`src/rtl/mips_pkg.sv`:
```
// ============================================================================
//  Module  : mips_pkg
//  Brief   : Shared state encodings, opcodes, ALUOp codes and control word
//            for the multicycle MIPS controller.
//  Rev     : 1.0  initial release
// ============================================================================
`default_nettype none

package mips_pkg;

  typedef enum logic [3:0] {
    S_FETCH   = 4'd0,
    S_DECODE  = 4'd1,
    S_MEMADR  = 4'd2,
    S_MEMRD   = 4'd3,
    S_MEMWB   = 4'd4,
    S_MEMWR   = 4'd5,
    S_EXECUTE = 4'd6,
    S_ALUWB   = 4'd7,
    S_BRANCH  = 4'd8,
    S_ADDIEX  = 4'd9,
    S_ADDIWB  = 4'd10,
    S_JUMP    = 4'd11
  } state_t;

  localparam logic [5:0] C_OP_RTYPE = 6'b000000;
  localparam logic [5:0] C_OP_LW    = 6'b100011;
  localparam logic [5:0] C_OP_SW    = 6'b101011;
  localparam logic [5:0] C_OP_BEQ   = 6'b000100;
  localparam logic [5:0] C_OP_ADDI  = 6'b001000;
  localparam logic [5:0] C_OP_J     = 6'b000010;

  localparam logic [1:0] C_ALUOP_ADD   = 2'b00;
  localparam logic [1:0] C_ALUOP_SUB   = 2'b01;
  localparam logic [1:0] C_ALUOP_FUNCT = 2'b10;

  localparam logic [1:0] C_SRCB_REG  = 2'b00;
  localparam logic [1:0] C_SRCB_FOUR = 2'b01;
  localparam logic [1:0] C_SRCB_IMM  = 2'b10;
  localparam logic [1:0] C_SRCB_IMM4 = 2'b11;

  localparam logic [1:0] C_PCSRC_ALU    = 2'b00;
  localparam logic [1:0] C_PCSRC_ALUOUT = 2'b01;
  localparam logic [1:0] C_PCSRC_JUMP   = 2'b10;

  typedef struct packed {
    logic       iord;
    logic       memwrite;
    logic       irwrite;
    logic       regwrite;
    logic       regdst;
    logic       memtoreg;
    logic       alusrca;
    logic [1:0] alusrcb;
    logic [1:0] aluop;
    logic [1:0] pcsrc;
    logic       pcwrite;
    logic       branch;
  } ctrl_t;

endpackage

`default_nettype wire

```
`src/rtl/mips_mc_outdec.sv`:
```
// ============================================================================
//  Module  : mips_mc_outdec
//  Brief   : Moore output decoder, state -> control word.
//            JUMP state decoded only when MIPS_MC_JUMP_EN is defined.
//  Rev     : 1.0  initial release
// ============================================================================
`default_nettype none

module mips_mc_outdec
  import mips_pkg::*;
(
  input  state_t i_state,
  output ctrl_t  o_ctrl
);

  always_comb begin
    o_ctrl = '0;
    case (i_state)
      S_FETCH: begin
        o_ctrl.irwrite = 1'b1;
        o_ctrl.pcwrite = 1'b1;
        o_ctrl.alusrcb = C_SRCB_FOUR;
        o_ctrl.aluop   = C_ALUOP_ADD;
        o_ctrl.pcsrc   = C_PCSRC_ALU;
      end
      S_DECODE: begin
        o_ctrl.alusrcb = C_SRCB_IMM4;
        o_ctrl.aluop   = C_ALUOP_ADD;
      end
      S_MEMADR, S_ADDIEX: begin
        o_ctrl.alusrca = 1'b1;
        o_ctrl.alusrcb = C_SRCB_IMM;
        o_ctrl.aluop   = C_ALUOP_ADD;
      end
      S_MEMRD: begin
        o_ctrl.iord = 1'b1;
      end
      S_MEMWB: begin
        o_ctrl.regwrite = 1'b1;
        o_ctrl.memtoreg = 1'b1;
      end
      S_MEMWR: begin
        o_ctrl.iord     = 1'b1;
        o_ctrl.memwrite = 1'b1;
      end
      S_EXECUTE: begin
        o_ctrl.alusrca = 1'b1;
        o_ctrl.alusrcb = C_SRCB_REG;
        o_ctrl.aluop   = C_ALUOP_FUNCT;
      end
      S_ALUWB: begin
        o_ctrl.regwrite = 1'b1;
        o_ctrl.regdst   = 1'b1;
      end
      S_BRANCH: begin
        o_ctrl.alusrca = 1'b1;
        o_ctrl.alusrcb = C_SRCB_REG;
        o_ctrl.aluop   = C_ALUOP_SUB;
        o_ctrl.pcsrc   = C_PCSRC_ALUOUT;
        o_ctrl.branch  = 1'b1;
      end
      S_ADDIWB: begin
        o_ctrl.regwrite = 1'b1;
      end
`ifdef MIPS_MC_JUMP_EN
      S_JUMP: begin
        o_ctrl.pcwrite = 1'b1;
        o_ctrl.pcsrc   = C_PCSRC_JUMP;
      end
`endif
      default: o_ctrl = '0;
    endcase
  end

endmodule

`default_nettype wire

```
`src/rtl/mips_mc_control.sv`:
```
// ============================================================================
//  Module  : mips_mc_control
//  Brief   : Multicycle MIPS Moore controller; j supported only when
//            MIPS_MC_JUMP_EN is defined, otherwise it is an illegal opcode.
//  Rev     : 1.0  initial release
// ============================================================================
`default_nettype none

module mips_mc_control
  import mips_pkg::*;
(
  input  logic       clk,
  input  logic       reset,
  input  logic [5:0] Op,
  input  logic       Zero,
  output logic       IorD,
  output logic       MemWrite,
  output logic       IRWrite,
  output logic       RegWrite,
  output logic       RegDst,
  output logic       MemtoReg,
  output logic       ALUSrcA,
  output logic [1:0] ALUSrcB,
  output logic [1:0] ALUOp,
  output logic [1:0] PCSrc,
  output logic       PCEn,
  output logic       IllegalOp,
  output logic [3:0] State
);

  state_t r_state;
  state_t w_next;
  logic   w_illegal;
  ctrl_t  w_ctrl;

  always_ff @(posedge clk) begin
    if (reset) r_state <= S_FETCH;
    else       r_state <= w_next;
  end

  always_comb begin
    w_next    = S_FETCH;
    w_illegal = 1'b0;
    case (r_state)
      S_FETCH:   w_next = S_DECODE;
      S_DECODE: begin
        case (Op)
          C_OP_LW, C_OP_SW: w_next = S_MEMADR;
          C_OP_RTYPE:       w_next = S_EXECUTE;
          C_OP_BEQ:         w_next = S_BRANCH;
          C_OP_ADDI:        w_next = S_ADDIEX;
`ifdef MIPS_MC_JUMP_EN
          C_OP_J:           w_next = S_JUMP;
`endif
          default: begin
            w_illegal = 1'b1;
            w_next    = S_FETCH;
          end
        endcase
      end
      S_MEMADR:  w_next = (Op == C_OP_SW) ? S_MEMWR : S_MEMRD;
      S_MEMRD:   w_next = S_MEMWB;
      S_EXECUTE: w_next = S_ALUWB;
      S_ADDIEX:  w_next = S_ADDIWB;
      default:   w_next = S_FETCH;
    endcase
  end

  mips_mc_outdec u_outdec (
    .i_state (r_state),
    .o_ctrl  (w_ctrl)
  );

  // Write enables are gated by reset so an aborted instruction commits nothing.
  assign IorD      = w_ctrl.iord;
  assign MemWrite  = w_ctrl.memwrite & ~reset;
  assign IRWrite   = w_ctrl.irwrite  & ~reset;
  assign RegWrite  = w_ctrl.regwrite & ~reset;
  assign RegDst    = w_ctrl.regdst;
  assign MemtoReg  = w_ctrl.memtoreg;
  assign ALUSrcA   = w_ctrl.alusrca;
  assign ALUSrcB   = w_ctrl.alusrcb;
  assign ALUOp     = w_ctrl.aluop;
  assign PCSrc     = w_ctrl.pcsrc;
  assign PCEn      = ~reset & (w_ctrl.pcwrite | (w_ctrl.branch & Zero));
  assign IllegalOp = ~reset & w_illegal;
  assign State     = r_state;

endmodule

`default_nettype wire
```
`config.mk`:
```
export PLATFORM = sky130hd
export DESIGN_NAME = mips_mc_control
export DESIGN_NICKNAME = d
export VERILOG_FILES = /design/src/rtl/mips_pkg.sv /design/src/rtl/mips_mc_outdec.sv /design/src/rtl/mips_mc_control.sv
export SDC_FILE = /design/constraint.sdc
export NUM_CORES = 1
export LEC_CHECK = 0
export ABC_AREA = 1
export BUFFER_PORTS_ARGS = -buffer_cell sky130_fd_sc_hd__buf_2
export CAP_MARGIN = 25
export CORE_AREA = 2 2 39 41
export CTS_BUF_LIST = sky130_fd_sc_hd__clkbuf_16
export CTS_CLUSTER_SIZE = 30
export DETAILED_ROUTE_END_ITERATION = 7
export DIE_AREA = 0 0 41 43
export PLACE_DENSITY = 0.78
export SETUP_SLACK_MARGIN = 0.15
export SLEW_MARGIN = 20
export SYNTH_ARGS = -nofsm -noshare
export SYNTH_HDL_FRONTEND = slang
export SYNTH_HIERARCHICAL = 1
export SYNTH_SLANG_ARGS = --single-unit
```
`constraint.sdc`:
```
create_clock -name clk -period 2.06 [get_ports clk]
set_input_delay 0.412 -clock clk [delete_from_list [all_inputs] [get_ports clk]]
set_output_delay 0.412 -clock clk [all_outputs]
set_load 0.01 [all_outputs]
```
# ---- After elaboration in Yosys (flattened, before gate mapping)
# Index checks and enable logic that the tools add are counted.
dict set report word_totals {
  ff_bits 4
  in_bits 9
}
dict set report op_classes {
  eq_ne 14
  muxes 15
  bitwise 8
  reduce_logical 8
}
# operator n
set op_table {}
lappend op_table {{4-bit case mux with 6 select lines} 1}
lappend op_table {{4-bit case mux with 5 select lines} 1}
lappend op_table {{4-bit by 3-bit equality test with 1-bit output (second input constant)} 4}
lappend op_table {{4-bit case mux with 4 select lines} 1}
lappend op_table {{4-bit equality test (second input constant)} 3}
lappend op_table {{6-bit equality test (second input constant)} 2}
lappend op_table {{1-bit 2-to-1 mux} 11}
lappend op_table {{4-bit by 2-bit equality test with 1-bit output (second input constant)} 2}
lappend op_table {{1-bit AND} 6}
lappend op_table {{6-bit by 3-bit equality test with 1-bit output (second input constant)} 1}
lappend op_table {{6-bit by 4-bit equality test with 1-bit output (second input constant)} 1}
lappend op_table {{6-bit zero test} 1}
lappend op_table {{2-bit OR reduction} 3}
lappend op_table {{5-bit OR reduction} 1}
lappend op_table {{4-bit by 1-bit equality test with 1-bit output (second input constant)} 1}
lappend op_table {{4-bit zero test} 1}
lappend op_table {{4-bit OR reduction} 1}
lappend op_table {{3-bit 2-to-1 mux} 1}
lappend op_table {{3-bit OR reduction} 1}
lappend op_table {{1-bit NOT} 1}
lappend op_table {{1-bit bitwise OR} 1}

# ---- Depth between registers and ports, before layout
# Gate-level depths: netlist of run 1.
dict set report depth {
  ltp_word 5
  depth_mapped 7
  mapped_depth_nobuf 7
}

# ---- Cells and area by module
# The synthesis of run 1 kept the hierarchy.
# module n_inst cells_per_inst area_per_inst_um2 seq_area_each_um2
set by_module_without_submodules {}
lappend by_module_without_submodules {mips_mc_control 1 68 357.8 80.1}
lappend by_module_without_submodules {mips_mc_outdec 1 34 181.4 0.0}

# ---- Worst setup path after synthesis of run 1
# No wires, ideal clock.
dict set report synth_path {
  kind {register -> output}
  startpoint {register r_state[0] (netlist: State[0])}
  endpoint {output RegWrite}
  arrival_ns 1.143
  required_time_ns 1.648
  path_slack_ns 0.505
  path_stages_with_launch 7
  n_path_buf 0
  cell_sequence {dfxtp_1 nand2_1 nor2_2 nor2_1 nand2_1 inv_1 nor2_1}
}
# item line_no
set synth_lines {}
lappend synth_lines {{from (decl)} mips_mc_control.sv:31} ;# state_t r_state;
lappend synth_lines {{from (signal assigned)} mips_mc_control.sv:38} ;# else r_state <= w_next;
lappend synth_lines {{to (decl)} mips_mc_control.sv:19} ;# output logic RegWrite,

==> impl_metrics.yaml, run 1 <==
grt:
  grt.met3_usage_pct: 3.14
  grt_pass1_vias: 542
  grt_first_pass_wirelength_um: 2040
  use_met1_pct: 16.0
  met2_usage_pct: 29.7
  track_usage_pct: 17.6
  busiest_layer: "met2"
  antenna_found_initial: 0
  grt_max_degree: 11
  overflow: 0
yosys:
  async_flop_share_pct: 0
  synth-seq-cells: 4
  synth.largest_area_cell: "nor2_1"
  ys_warn_count: 6
  synth.most_common_cell: "nor2_1"
  synth_top_area_share_pct: 16.0
  ys.flop_type: "dfxtp_1"
  syn_inst: 102
  syn_area_um2: 539
  ys_types: 19
  syn_nets: 111
  synth-edff-count: 0
  seq_area_frac_synth_pct: 14.8
  synth_area_leaders: "nor2_1, dfxtp_1, nand2_1"
  synth_common_cells: "nor2_1, nand2_1, inv_1"
  avgSynthCellArea_um2: 5.29
setup_path:
  worstSetupEndpointType: "output pin"
  timing.critical_path.buf_inv: 2
  crit_slowest_cell: "dfxtp_1"
  crit_chain: "nand2_1 -> nor2_2 -> nor2_1 -> nand2_1 -> inv_1 -> nor2_1 -> buf_2"
  cp.arrival_ns: 1.37
  start_kind: "flop"
  startpoint: "State[1]$_SDFF_PP0_"
  critPathMaxStageDelay_ns: 0.52
  r2r-start: "State[1]$_SDFF_PP0_"
  crit_family: "flip-flops"
  required_ns: 1.65
  crit_path_max_fanout: 10
  path_class: "reg2out"
floorplanning:
  dieHeight_um: 43
  dieArea_mm2: 0.00176
  rows: 14
  start_util_pct: 39.0
  io_pins: 28
  core_area_mm2: 0.00138
  die_w_um: 41
run:
  cap_violations: 0
final_layout:
  largest_register_ff_count: 4
  final_nets: 138
  diodes: 0
  synthToLayoutAreaGrowth_pct: 36.9
  postLayoutCoreUtil_pct: 53.3
  stdcell_count: 143
  final_cell_area_um2: 738
  drive_gt1_share_pct: 39.4
  nFillCells: 155
sta:
  rsz0062_at_grt: "no"
  fin_skew_ns: 0.00273
  fin_crit_ns: 1.78
  timing.setup.tns_ns: 0
  drv_slew: 0
  fmax_mhz: 562
  fin_crit_sh_pct: 86.3
  finalHoldViolCount: 0
  setup_viol: 0
cts:
  clockBufferDepth: 2
  path_clk_slew_ns: 0.03
  numClockSinks: 4
  cts_root_buf: "clkbuf_16"
  cts_tree: "done"
  post_cts_resized: 0
  cts_made_buffers: 3
  holdBufCountCts: 0
  htreeDepth: 1
  postCtsSetupRepairBufs: 0
  clk_latency_ns: 0.23
route:
  drcViolationCount: 0
  via_count: 651
  drt_iter0_drc: 8
  avgViaCountPerCell: 4.55
  antenna_left: 0
  totalWireLength_um: 1270
  routedWlPerCell_um: 8.87
  dr.pass1.iters: 4
power_and_ir_drop:
  finalPower_uw: 464
  leakage_uw: 0.000422
  p_per_area_mw_per_mm2: 628
  max-vdd-ir-drop_mv: 0.819
placement:
  port_buffers: 26
  dp_hpwl_um: 1020
  dpl_cell_area_um2: 663
  gp_congestion: 0.819
  dp.cells: 140
worst_hold_path:
  hold_class: "in2reg"
  hp-start: "reset"
status:
  status: "finished clean"
==> layer usage <==
layer | vias up | part of all wire (%)
met4 | 0 | 4.5
met3 | 4 | 6.5
met2 | 26 | 46
met5 | - | 0
met1 | 264 | 43
li1 | 357 | -
==> worst paths after layout <==
check,slack (ns),to,cells past startpoint
worst min register to register,0.70,State[3]$_SDFF_PP0_,4
worst max-delay path,0.28,RegWrite,7
worst max register to register,0.93,State[1]$_SDFF_PP0_,6
worst min-delay path,0.47,State[3]$_SDFF_PP0_,2
==> placed cells by master, fill, tap and decap left out, types with 2 or more instances in the layout <==
| cell | synthesis | layout |
|---|---|---|
| inv_1 | 13 | 13 |
| inv_2 | 5 | 5 |
| clkbuf_16 | 0 | 3 |
| nand2_1 | 21 | 21 |
| nand3_1 | 5 | 5 |
| nand2_2 | 3 | 3 |
| nor2_2 | 9 | 9 |
| buf_2 | 0 | 26 |
| nor2_1 | 23 | 23 |
| nand2_4 | 2 | 2 |
| nand4_1 | 2 | 2 |
| dfxtp_1 | 4 | 4 |
| a21oi_1 | 5 | 5 |
==> cell families after synthesis <==
family / after synthesis / share of synthesized area (%)
AND/OR/NAND/NOR: 67 / 58.7
buffers and inverters: 22 / 17.4
AO/OA/AOI/OAI: 8 / 8.35
flip-flops: 4 / 14.8
other: 1 / 0.695
==> metrics by stage <==
| step | setup slack (ns) | hold slack (ns) |
|---|---|---|
| 2_1_floorplan | 0.505 | 0.656 |
| 3_5_place_dp | 0.518 | 0.696 |
| 6_report | 0.281 | 0.466 |
| 3_3_place_gp | 0.540 | 0.677 |
| 4_1_cts | 0.281 | 0.465 |
| 5_1_grt | 0.158 | 0.492 |
==> area by class of cell <==
class | count | area (um^2) | share of cell area (%)
well taps | 16 | 20.0 | 2.71
inverters | 18 | 67.6 | 9.15
clock buffers | 3 | 75.1 | 10.2
repair buffers | 26 | 130 | 17.6
multi-input cells | 76 | 365 | 49.5
flip-flops and latches | 4 | 80.1 | 10.8
==> where the power goes <==
group | internal (uW) | switching [uW]
registers | 80.4 | 6.36
clock network | 248 | 57.2
logic | 27.7 | 43.7
No activity file was read; power rests on OpenSTA's default activity.
==> run 2, diff against run 1 <==
- CAP_MARGIN: 25 -> 20
- CTS_BUF_LIST: sky130_fd_sc_hd__clkbuf_16 -> unset
==> run 2 against run 1 <==
Clock skew decreased by 0.00051 ns. Sequential cell count stayed put. Global-route usage decreased by 2.2 points. Cell count unchanged. Combinational power hardly changed. First-iteration DRC count grew 50%. Routed wire length shrank 2.1%. Highest routed layer unchanged. Die area is the same. Largest power group unchanged. Total power fell by 44%. Non-clock buffer count unchanged.
==> impl_metrics.yaml, run 2 (synthesis results as in run 1) <==
grt:
  antenna_found_initial: 0
  grt_pass1_vias: 518
  grt_first_pass_wirelength_um: 1970
  grt_max_degree: 11
  track_usage_pct: 15.3
  overflow: 0
sta:
  drv_slew: 0
  setup_viol: 0
  fin_crit_ns: 1.79
  fmax_mhz: 560
  finalHoldViolCount: 0
  rsz0062_at_grt: "no"
  fin_crit_sh_pct: 86.7
  timing.setup.tns_ns: 0
  postLayoutSetupSlackWorst_ns: 0.273
  fin_skew_ns: 0.00222
route:
  routedWlPerCell_um: 8.69
  avgViaCountPerCell: 4.48
  totalWireLength_um: 1240
  drt_iter0_drc: 12
  drcViolationCount: 0
  antenna_left: 0
  dr.pass1.iters: 3
  via_count: 640
cts:
  numClockSinks: 4
  cts_tree: "done"
  cts_made_buffers: 3
  cts_root_buf: "clkbuf_4"
  path_clk_slew_ns: 0.04
  holdBufCountCts: 0
  clockBufferDepth: 2
  clk_latency_ns: 0.24
  htreeDepth: 1
  post_cts_resized: 0
  postCtsSetupRepairBufs: 0
floorplanning:
  core_area_mm2: 0.00138
  io_pins: 28
  dieArea_mm2: 0.00176
  die_w_um: 41
  rows: 14
  dieHeight_um: 43
  start_util_pct: 39.0
setup_path:
  crit_slowest_cell: "dfxtp_1"
  required_ns: 1.65
  start_kind: "flop"
  worstSetupEndpointType: "output pin"
  path_class: "reg2out"
  critPathMaxStageDelay_ns: 0.52
  cp.arrival_ns: 1.37
  crit_chain: "inv_2 -> nand2_4 -> nor2_1 -> nor2_1 -> nand2_1 -> inv_1 -> nor2_1 -> buf_2"
  crit_path_max_fanout: 10
  cp_common_cell: "nor2_1"
final_layout:
  layout_common_cells: "buf_2, nor2_1, nand2_1, inv_1, nor2_2"
  final_nets: 138
  nFillCells: 156
  largest_register_ff_count: 4
  drive_gt1_share_pct: 40.2
  final_common_cell: "buf_2"
  synthToLayoutAreaGrowth_pct: 27.4
  diodes: 0
power_and_ir_drop:
  p_per_area_mw_per_mm2: 377
  max-vdd-ir-drop_mv: 0.297
  leakage_uw: 0.000399
placement:
  gp_congestion: 0.819
  dp_hpwl_um: 1020
  port_buffers: 26
  post-place-ws_ns: 0.518
worst_hold_path:
  hold_class: "in2reg"
status:
  status: "finished clean"
run:
  cap_violations: 0
run 2: metal layers:
metal,GRT usage (%),up-vias,wire (um),part of all wire (%)
met5,0,-,0,0
met4,4.00,0,15,1.2
met3,1.57,2,92,7.4
met2,28.7,24,592,48
met1,16.7,257,542,44
li1,-,357,-,-
run 2: worst max-delay path, delay by kind of cell (launching register included):
family                 cells  cell delay [ns]
buffers and inverters      3             0.29
DFF                        1             0.52
and+or+nand+nor            5             0.31
run 2: layout make-up:
| class | count | area (um^2) | area share [%] |
|---|---|---|---|
| multi-input combinational | 76 | 365 | 53.2 |
| sequential | 4 | 81.3 | 11.8 |
| timing repair buffer | 26 | 130 | 18.9 |
| clock buffer | 3 | 22.5 | 3.28 |
| inverter | 18 | 67.6 | 9.84 |
| tap | 16 | 20.0 | 2.91 |
run 2: path summary, 6_finish.rpt:
path | from | slack (ns) | endpoint | cells past startpoint
setup / recovery | State[1]$_SDFF_PP0_ | 0.27 | RegWrite | 8
hold / removal | reset | 0.45 | State[3]$_SDFF_PP0_ | 2
setup reg to reg | State[1]$_SDFF_PP0_ | 0.94 | State[1]$_SDFF_PP0_ | 6
hold reg to reg | State[0]$_SDFF_PP0_ | 0.65 | State[0]$_SDFF_PP0_ | 3
run 2: report_power, final:
group | internal, uW | switching, uW | leakage (uW) | total [uW]
Sequential | 80.7 | 6.42 | 0.0000327 | 87.1
Clock | 65.4 | 35.1 | 0.0000138 | 100
Combinational | 27.8 | 43.8 | 0.000352 | 71.6
Total | 174 | 85.4 | 0.000399 | 259
run 2: metrics by stage:
step	std cells	cell area [um^2]	total power (uW)	util, %	hold WS, ns
floorplan	102	539	137	-	0.656
global placement	140	663	157	47.9	0.677
detailed placement	140	663	160	47.9	0.696
CTS	143	686	258	49.5	0.453
global route	143	687	272	49.6	0.477
finish	143	687	259	49.6	0.449
==> run 3, diff against run 2 <==
--- a/config.mk
+++ b/config.mk
@@ -8,3 +8,3 @@
 export ABC_AREA = 1
-export BUFFER_PORTS_ARGS = -buffer_cell sky130_fd_sc_hd__buf_2
+export BUFFER_PORTS_ARGS = -buffer_cell sky130_fd_sc_hd__buf_4
 export CAP_MARGIN = 20
--- a/constraint.sdc
+++ b/constraint.sdc
@@ -3,2 +3,2 @@
 set_output_delay 0.412 -clock clk [all_outputs]
-set_load 0.01 [all_outputs]
+set_load 0.1 [all_outputs]
==> run 3 against run 2 <==
Clock power shrank 6%. Critical path type unchanged. Core utilization grew 14 points. Global-route usage grew 3.7 points. Cell count is the same. Design area grew 28%.
==> impl_metrics.yaml, run 3 (synthesis results as in run 1) <==
sta:
  fin_skew_ns: 0.00139
  fmax_mhz: 553
  setup_viol: 0
  timing.setup.tns_ns: 0
  rsz0062_at_grt: "yes"
  drv_slew: 0
  finalHoldViolCount: 0
  fin_hold_ws_ns: 0.469
  fin_crit_sh_pct: 87.9
  fin_crit_ns: 1.81
power_and_ir_drop:
  p_per_area_mw_per_mm2: 408
  max-vdd-ir-drop_mv: 0.349
  finalPower_uw: 360
  leakage_uw: 0.000436
floorplanning:
  core_area_mm2: 0.00138
  dieArea_mm2: 0.00176
  rows: 14
  dieHeight_um: 43
  start_util_pct: 39.0
  die_w_um: 41
  io_pins: 28
cts:
  path_clk_slew_ns: 0.03
  clk_latency_ns: 0.23
  cts_root_buf: "clkbuf_4"
  clockBufferDepth: 2
  holdBufCountCts: 0
  htreeDepth: 1
  numClockSinks: 4
  cts_tree: "done"
  cts_made_buffers: 3
setup_path:
  required_ns: 1.65
  worstSetupEndpointType: "output pin"
  path_class: "reg2out"
  crit_path_max_fanout: 10
  cp.arrival_ns: 1.40
  start_kind: "flop"
grt:
  antenna_found_initial: 0
  overflow: 0
  grt_pass1_vias: 667
  track_usage_pct: 19.1
  grt_max_degree: 11
  grt_first_pass_wirelength_um: 2420
final_layout:
  largest_register_ff_count: 4
  synthToLayoutAreaGrowth_pct: 63.6
  final_nets: 138
  postLayoutCoreUtil_pct: 63.7
  regArea_um2: 95.1
  nFillCells: 131
  final_common_cell: "buf_4"
  diodes: 0
  layout_common_cells: "buf_4, nand2_1, nor2_1, inv_1, nor2_2"
  stdcell_count: 143
  multi_input_area_um2: 457
  drive_gt1_share_pct: 52.0
worst_hold_path:
  hold_class: "in2reg"
placement:
  port_buffers: 26
  dp.cells: 140
  gp_congestion: 0.797
  dp_hpwl_um: 1220
route:
  drt_iter0_drc: 9
  via_count: 683
  avgViaCountPerCell: 4.78
  totalWireLength_um: 1470
  dr.pass1.iters: 4
  routedWlPerCell_um: 10.2
  antenna_left: 0
  drcViolationCount: 0
status:
  status: "finished clean"
run:
  cap_violations: 0
==> run 3: cell types whose count changed in the layout (fill, tap and decap cells not counted), moves of 2 or more <==
cell / change
dfxtp_1: -3
inv_4: +2
buf_6: +2
dfxtp_4: +4
nor2_4: +7
buf_4: +23
buf_2: -26
nor2_1: -7
inv_2: -2
nand2_1: -3
nand2_2: +2
==> run 3: power breakdown <==
part	leakage [uW]	internal, uW	switching [uW]	total (uW)
registers	0.0000355	76.9	8.46	85.4
logic	0.000386	46.8	133	180
clock network	0.0000138	65.0	29.3	94.2
==> run 3: path summary, 6_finish.rpt <==
| kind | endpoint | depth (start not counted) | start | slack [ns] |
|---|---|---|---|---|
| max | IllegalOp | 6 | State[1]$_SDFF_PP0_ | 0.25 |
| min | State[3]$_SDFF_PP0_ | 2 | reset | 0.47 |
| max reg2reg | State[1]$_SDFF_PP0_ | 6 | State[1]$_SDFF_PP0_ | 1.06 |
| min reg2reg | State[3]$_SDFF_PP0_ | 4 | State[3]$_SDFF_PP0_ | 0.64 |
==> run 3: critical path, cell delays in order (launching register included) <==
cell and delay (ns):
dfxtp_4 0.39, nor2_2 0.11, nand3_1 0.10, inv_1 0.10
nand3_1 0.11, nor3_4 0.16, buf_12 0.20
==> run 3: metal layers <==
layer / routed length, um / GRT usage, % / up-vias
li1: - / - / 356
met1: 545 / 19.0 / 305
met2: 835 / 37.2 / 22
met3: 83 / 1.57 / 0
met4: 0 / 6.00 / 0
met5: 0 / 0 / -
==> run 3: timing repair <==
| item | CTS | global route |
|---|---|---|
| buffers inserted | 0 | 0 |
| gates resized for setup | 0 | 5 |
| endpoints found under the setup margin | 0 | 3 |
==> run 3: layout make-up <==
cell class                      instances  share of cell area (%)
Sequential cell                         4                    10.8
Clock buffer                            3                    2.55
Inverter                               18                    8.23
Timing Repair Buffer                   26                    24.4
Tap cell                               16                    2.27
Multi-Input combinational cell         76                    51.8
==> run 3: metrics by stage <==
stage	cell area [um^2]	worst slack, ns
6_report	882	0.250
3_3_place_gp	840	0.390
2_1_floorplan	651	-0.245
4_1_cts	862	0.178
5_1_grt	882	0.137
3_5_place_dp	840	0.360
